File: config.mk
export PLATFORM = sky130hd
export DESIGN_NAME = image_fetch
export DESIGN_NICKNAME = d
export VERILOG_FILES = /design/src/rtl/image_fetch.sv
export SDC_FILE = /design/constraint.sdc
export NUM_CORES = 1
export LEC_CHECK = 0
export ABC_CLOCK_PERIOD_IN_PS = 3200
export BUFFER_PORTS_ARGS = -buffer_cell sky130_fd_sc_hd__buf_2
export CAP_MARGIN = 20
export CORE_MARGIN = 2
export CORE_UTILIZATION = 58
export DETAILED_ROUTE_END_ITERATION = 10
export GPL_TIMING_DRIVEN = 0
export MAX_ROUTING_LAYER = met4
export PLACE_DENSITY = 0.8
export SLEW_MARGIN = 5
export SYNTH_ARGS = -nofsm -noshare
export SYNTH_HDL_FRONTEND = slang
export SYNTH_SLANG_ARGS = --single-unit
File: constraint.sdc
create_clock -name clk -period 3.2 [get_ports clk]
set_input_delay 0.32 -clock clk [delete_from_list [all_inputs] [get_ports clk]]
set_output_delay 0.32 -clock clk [all_outputs]
set_load 0.01 [all_outputs]
File: src/rtl/image_fetch.sv
// Streams a W x H frame out of a synchronous pixel RAM in raster order, with a
// 2-deep output FIFO plus one in-flight read so the downstream core can stall freely.
module image_fetch #(
    parameter int PIX_W  = 8,
    parameter int DIM_W  = 8,
    parameter int ADDR_W = 16
) (
    input  logic              clk,
    input  logic              rstn,
    input  logic              start_op,
    input  logic [DIM_W-1:0]  width,
    input  logic [DIM_W-1:0]  height,
    input  logic [ADDR_W-1:0] base_addr,
    output logic              ram_rd_en,
    output logic [ADDR_W-1:0] ram_addr,
    input  logic [PIX_W-1:0]  ram_rd_data,
    output logic [PIX_W-1:0]  out_pixel,
    output logic              out_valid,
    input  logic              out_ready,
    output logic              out_sol,
    output logic              out_eof,
    output logic              busy,
    output logic              done
);

    typedef enum logic [1:0] {S_IDLE, S_FETCH, S_DRAIN, S_DONE} state_t;

    state_t r_state, w_next;

    logic [DIM_W-1:0]       r_w, r_h, r_col, r_row;
    logic [ADDR_W-1:0]      r_base, r_k, r_addr_last, w_addr;
    logic                   r_infl, r_infl_sol, r_infl_eof;
    logic [1:0][PIX_W-1:0]  r_mem_pix;
    logic [1:0]             r_mem_sol, r_mem_eof;
    logic                   r_wp, r_rp;
    logic [1:0]             r_cnt, w_occ;
    logic                   w_pop, w_rd_en, w_col_end, w_last, w_start;

    // Occupancy after this edge: stored pixels plus the returning read, minus the pop.
    assign w_pop     = out_valid & out_ready;
    assign w_occ     = r_cnt + {1'b0, r_infl} - {1'b0, w_pop};
    assign w_rd_en   = (r_state == S_FETCH) && (w_occ < 2'd2);
    assign w_col_end = (r_col == r_w - 1'b1);
    assign w_last    = w_col_end && (r_row == r_h - 1'b1);
    assign w_addr    = r_base + r_k;
    assign w_start   = (r_state == S_IDLE) && start_op;

    always_ff @(posedge clk or negedge rstn) begin
        if (!rstn) r_state <= S_IDLE;
        else       r_state <= w_next;
    end

    always_comb begin
        w_next = r_state;
        case (r_state)
            S_IDLE:  if (start_op)
                         w_next = (width == '0 || height == '0) ? S_DONE : S_FETCH;
            S_FETCH: if (w_rd_en && w_last) w_next = S_DRAIN;
            S_DRAIN: if (w_occ == 2'd0) w_next = S_DONE;
            S_DONE:  w_next = S_IDLE;
            default: w_next = S_IDLE;
        endcase
    end

    always_ff @(posedge clk or negedge rstn) begin
        if (!rstn) begin
            r_w         <= '0;
            r_h         <= '0;
            r_base      <= '0;
            r_k         <= '0;
            r_col       <= '0;
            r_row       <= '0;
            r_addr_last <= '0;
            r_infl      <= 1'b0;
            r_infl_sol  <= 1'b0;
            r_infl_eof  <= 1'b0;
        end else begin
            if (w_start) begin
                r_w    <= width;
                r_h    <= height;
                r_base <= base_addr;
                r_k    <= '0;
                r_col  <= '0;
                r_row  <= '0;
            end else if (w_rd_en) begin
                r_k <= r_k + 1'b1;
                if (w_col_end) begin
                    r_col <= '0;
                    r_row <= r_row + 1'b1;
                end else begin
                    r_col <= r_col + 1'b1;
                end
            end
            r_infl <= w_rd_en;
            if (w_rd_en) begin
                r_addr_last <= w_addr;
                r_infl_sol  <= (r_col == '0);
                r_infl_eof  <= w_last;
            end
        end
    end

    // Returning data always finds a free slot because issue is throttled on w_occ.
    always_ff @(posedge clk or negedge rstn) begin
        if (!rstn) begin
            r_mem_pix <= '0;
            r_mem_sol <= '0;
            r_mem_eof <= '0;
            r_wp      <= 1'b0;
            r_rp      <= 1'b0;
            r_cnt     <= '0;
        end else begin
            if (r_infl) begin
                r_mem_pix[r_wp] <= ram_rd_data;
                r_mem_sol[r_wp] <= r_infl_sol;
                r_mem_eof[r_wp] <= r_infl_eof;
                r_wp            <= ~r_wp;
            end
            if (w_pop) r_rp <= ~r_rp;
            r_cnt <= w_occ;
        end
    end

    assign out_valid = (r_cnt != 2'd0);
    assign out_pixel = out_valid ? r_mem_pix[r_rp] : '0;
    assign out_sol   = out_valid & r_mem_sol[r_rp];
    assign out_eof   = out_valid & r_mem_eof[r_rp];
    assign ram_rd_en = w_rd_en;
    assign ram_addr  = w_rd_en ? w_addr : r_addr_last;
    assign busy      = (r_state == S_FETCH) || (r_state == S_DRAIN);
    assign done      = (r_state == S_DONE);

endmodule

==> qor.yml, run 1 <==
status:
  status: "finished clean"
worst_setup_path:
  crit_type: "flip-flop to output pin"
  cp-start-kind: "flip-flop"
  startpoint: "r_k[0]"
  end_kind: "output pin"
  cp.arrival_ns: 2.79
  r2r-start: "r_k[7]"
  cp_max_fo: 3
  cp.required_ns: 2.88
final_layout:
  n_fill_cell: 764
  syn_to_final_growth_pct: 16.5
  multi_input_area_um2: 3150
  n_antenna_cell: 0
  regArea_um2: 2730
  drive_gt1_share_pct: 21.7
  final_nets: 796
  fin_cells: 864
synth:
  synth_flop_cell: "dfrtp_1"
  yosys_warnings: 0
  synth-simple-area-share_pct: 21.2
  synth-compound-area-share_pct: 8.70
  ys_seq_area_share_pct: 45.7
  ys_async_sr_fraction_pct: 100
  synthTopCellsByArea: "dfrtp_1, nand2_1, ha_1, xor2_1, mux2_2"
  syn_inst: 625
  synth_most_common_cell: "nand2_1"
  syn_area_um2: 5970
  synthesis.nets: 698
  yosysTopAreaCell: "dfrtp_1"
  synth_top_area_share_pct: 45.7
  yosys-top-cells-count: "nand2_1, dfrtp_1, nor2_1"
  synth_top_family_by_area: "simple AND/OR/NAND/NOR gates"
  synthMuxAreaShare_pct: 6.81
  synth_xor_area_share_pct: 8.28
  avgSynthCellArea_um2: 9.55
  yosysUniqueCellTypes: 57
  ys_ff_latch: 109
  synth_edf_count: 0
  synthAdderAreaFrac_pct: 6.21
place:
  gp_congestion: 0.882
  placed_cells: 835
  dp_slack_ns: -0.121
  port_buffers: 73
  hpwlAfterDp_um: 9580
worst_hold_path:
  hold_class: "input port to flip-flop"
  hp-start: "base_addr[5]"
floorplanning:
  die_area_um2: 11100
  start_util_pct: 58.9
  die_h_um: 105
  fp.dieW_um: 105
  placementRows: 37
  core_um2: 10100
  io_pins: 74
power:
  ir_worst_vdd_v: 0.000453
  p_leak_nw: 3.46
  p_per_area_nw_per_um2: 874
routing:
  post_drt_wl_per_cell_um: 15.5
  dr.first_iter.drc_count: 277
  ant_nets: 0
  route.vias.total: 4756
  wl_um: 13400
  post-route-drc-count: 0
  firstDrtPassIters: 4
  routed_via_density: 5.50
clocking:
  cts_tree: "done"
  h-tree-depth: 3
  clk_path_buf_depth: 2
  clkLatencyLatePin_ns: 0.38
  cts-root-buf: "clkbuf_8"
  cts_made_buffers: 9
  cts_sinks: 109
  cts.clk_slew.worst_paths_ns: 0.10
timing:
  hold_viol_final: 0
  setup_viol: 0
  drv_slew: 0
  tightest_slew_ns: 0.761
  finalCritPeriodShare_pct: 97.3
  fin_crit_ns: 3.11
  fmax_mhz: 321
  skew_ns: 0.0126
  setup_slack_ns: 0.0867
  rsz0062_at_grt: "yes"
  max_slew_margin_pct: 49.3
grt:
  antenna_found_initial: 0
  grt_pass1_wl_um: 22600
  grt_max_degree: 73
  grt-ovfl-total: 0
  grt_use_total_pct: 26.3
  grt_pass1_vias: 4761
job:
  cap_violations: 0
[final cells by class]
type | instances | area share [%]
Clock inverter | 5 | 0.522
Multi-Input combinational cell | 470 | 45.3
Clock buffer | 11 | 2.03
Tap cell | 136 | 2.45
Sequential cell | 109 | 39.3
Timing Repair Buffer | 87 | 7.13
Buffer | 22 | 2.02
Inverter | 24 | 1.30
[power by group]
part | switching [mW] | internal, mW
clock network | 0.463 | 0.306
logic | 1.70 | 1.37
registers | 0.370 | 1.87
[layer usage]
metal / vias to the layer above / part of all wire [%] / track usage (%)
met2: 125 / 49 / 41.4
met3: 24 / 4.9 / 5.44
met1: 2280 / 44 / 34.5
li1: 2327 / - / -
met4: 0 / 1.7 / 7.90
met5: - / 0 / -
[logic make-up after synthesis]
logic type,count (synthesis)
buf+inv,46
simple gates,273
flops,109
compound gates,76
mux,38
xor+xnor,54
fa+ha+maj,29
[registers in the layout, indices dropped and copies added, names as in the netlist]
name         count
r_rp             1
r_cnt            2
r_state          2
r_infl_eof       1
r_h              8
r_mem_pix       16
r_col            8
r_mem_sol        2
r_addr_last     16
r_w              8
r_wp             1
r_base          16
r_infl_sol       1
r_mem_eof        2
r_infl           1
r_k             16
r_row            8
[final timing paths]
| path | cells after the start | slack (ns) | endpoint |
|---|---|---|---|
| min | 3 | 0.12 | r_base[5] |
| max reg2reg | 13 | 0.39 | r_addr_last[14] |
| max | 11 | 0.09 | ram_addr[14] |
| min reg2reg | 2 | 0.48 | r_addr_last[4] |
| max in group asynchronous | 3 | 2.04 | r_base[14] |
| min in group asynchronous | 2 | 0.44 | r_addr_last[3] |
[worst max-delay path, stage by stage (launching register included)]
cell and delay (ns):
dfrtp_1 0.38, ha_1 0.17, inv_1 0.06, fa_2 0.36, nor2b_2 0.14, o21ai_2 0.08
a21boi_2 0.20, o31a_1 0.25, o21bai_1 0.11, a211o_1 0.30, o211ai_1 0.17, buf_2 0.20
[through the flow]
step	TNS [ns]	hold slack (ns)	utilization [%]	power [mW]	cell area, um^2
after global placement	-0.0687	0.453	64.1	4.86	6500
after global routing	-0.0204	0.114	68.5	6.58	6950
after floorplan	0	0.0244	-	4.13	5970
after detailed placement	-0.732	0.324	64.4	5.01	6530
final	0	0.121	68.5	6.08	6950
after CTS	0	0.107	67.5	5.96	6850
[cells in the final DEF (no fill, tap or decap), types with 14 or more instances in the layout]
master / n
inv_1: 23
mux2i_1: 17
clkbuf_1: 14
mux2_2: 21
o21ai_0: 21
buf_2: 72
nor2_1: 48
nand2_1: 134
dfrtp_1: 109
xnor2_1: 23
buf_4: 14
ha_1: 26
xor2_1: 29
[timing repair]
item                                   4_1_cts  5_1_grt
pin swaps                                    4        5
gates resized for setup                     22       26
setup endpoints to repair                   17       15
endpoints found under the hold margin       37        0
setup buffers                                9        3
hold buffers                                 1        0
Power figures use the tool's default switching activity.
==> inputs of run 2 (changes only) <==
RECOVER_POWER = 25   (was default)
==> run 2 against run 1 <==
  * The flow now finishes with violations (capacitance limit, slew limit)
  * Final cell count unchanged
  * Utilization about the same
  * Routed wire length up 0.13%
  * Largest cell class unchanged
==> qor.yml, run 2 (synthesis gave the netlist of run 1 again) <==
power:
  p_leak_nw: 3.46
  p_per_area_nw_per_um2: 875
  finalPower_mw: 6.08
  ir_worst_vdd_v: 0.000453
timing:
  max_slew_margin_pct: -42.1
  setup_viol: 0
  fin_crit_ns: 3.11
  drv_slew: 38
  tightest_slew_ns: 2.13
  fmax_mhz: 321
  skew_ns: 0.0126
  finalCritPeriodShare_pct: 97.3
  rsz0062_at_grt: "yes"
  hold_viol_final: 0
final_layout:
  multi_input_area_um2: 3150
  fin_util_pct: 68.5
  final_cell_mix: "nand2_1, dfrtp_1, buf_2"
  n_fill_cell: 764
  syn_to_final_growth_pct: 16.4
  final_nets: 796
  n_antenna_cell: 0
  drive_gt1_share_pct: 21.6
  mostFrequentLayoutCell: "nand2_1"
  regArea_um2: 2730
place:
  hpwlAfterDp_um: 9580
  port_buffers: 73
  gp_congestion: 0.882
clocking:
  cts-root-buf: "clkbuf_8"
  cts_sinks: 109
  cts.clk_slew.worst_paths_ns: 0.10
  clkLatencyLatePin_ns: 0.38
  cts_made_buffers: 9
  h-tree-depth: 3
  cts_tree: "done"
  clk_path_buf_depth: 2
worst_hold_path:
  hp-start: "base_addr[5]"
  hold_class: "input port to flip-flop"
  hold_depth: 3
  hold-path-endpoint: "r_base[5]"
floorplanning:
  core_um2: 10100
  start_util_pct: 58.9
  placementRows: 37
  fp.dieW_um: 105
  die_area_um2: 11100
  io_pins: 74
  die_h_um: 105
routing:
  firstDrtPassIters: 6
  post-route-drc-count: 0
  dr.first_iter.drc_count: 264
  ant_nets: 0
  route.vias.total: 4771
  wl_um: 13400
  routed_via_density: 5.52
  post_drt_wl_per_cell_um: 15.5
worst_setup_path:
  cp.arrival_ns: 2.79
  r2r_setup_slack_ns: 0.39
  r2r_end: "r_addr_last[14]"
  max_stage_delay_ns: 0.38
  r2r-start: "r_k[7]"
  cp.required_ns: 2.88
  crit_path_top_delay_cell: "dfrtp_1"
  cp_max_fo: 3
  crit_type: "flip-flop to output pin"
  r2r_cells: 13
  cp-start-kind: "flip-flop"
  cp_cell_sequence: "ha_1, inv_1, fa_2, nor2b_2, o21ai_2, a21boi_2, o31a_1, o21bai_1, a211o_1, o211ai_1, buf_2"
  end_kind: "output pin"
grt:
  antenna_found_initial: 0
  grt_pass1_vias: 4761
  grt_max_degree: 73
  grt_use_total_pct: 26.3
  grt_pass1_wl_um: 22600
  grt-ovfl-total: 0
status:
  failed_checks: "capacitance limit, slew limit"
  status: "finished, violations left"
job:
  cap_violations: 1
[run 2: where the power goes]
part | leakage (nW) | internal (mW) | switching [mW] | total [mW]
clock network | 0.0933 | 0.306 | 0.463 | 0.770
registers | 1.40 | 1.87 | 0.370 | 2.24
logic | 1.97 | 1.37 | 1.70 | 3.07
[run 2: worst max-delay path, delay by kind of cell (launching register included)]
family | cells | cell delay [ns]
compound gates | 6 | 1.11
fa+ha+maj | 2 | 0.53
buf+inv | 2 | 0.26
flops | 1 | 0.38
simple gates | 1 | 0.14
[run 2: final cells by class]
type | instances | share of cell area [%]
buffer | 22 | 2.02
sequential | 109 | 39.3
multi-input combinational | 470 | 45.3
tap | 136 | 2.45
inverter | 24 | 1.30
clock buffer | 11 | 2.04
clock inverter | 5 | 0.522
timing repair buffer | 87 | 7.08
[run 2: worst max-delay path by stage]
stage | start | end | slack (ns)
3_5_place_dp | r_cnt[1] | ram_addr[15] | -0.12
2_1_floorplan | r_k[7] | ram_addr[12] | 0.58
5_1_grt | r_k[0] | ram_addr[14] | -0.01
6_report | r_k[0] | ram_addr[14] | 0.09
4_1_cts | r_k[0] | ram_addr[14] | 0.005
3_3_place_gp | r_cnt[1] | ram_addr[12] | -0.03
[run 2: stage by stage]
stage	std cells	setup WS, ns	cell area, um^2	setup TNS [ns]	hold slack (ns)
detailed placement	835	-0.121	6530	-0.732	0.324
floorplan	625	0.585	5970	0	0.0244
global route	864	-0.0110	6950	-0.0204	0.114
global placement	834	-0.0285	6500	-0.0687	0.453
CTS	861	0.00466	6850	0	0.107
finish	864	0.0867	6950	0	0.121
[run 2: per-layer routing]
metal	GRT usage, %	up-vias	wire length, um
met3	5.44	24	653
met1	34.5	2290	5900
met4	7.90	0	231
met2	41.4	129	6600
li1	-	2328	-
met5	-	-	0
[run 2: what timing repair did]
action | in CTS | in global routing
resized for setup | 22 | 26
buffers inserted | 9 | 3
endpoints found under the hold margin | 37 | 0
pin swaps | 4 | 5
hold buffers | 1 | 0
endpoints found under the setup margin | 17 | 15
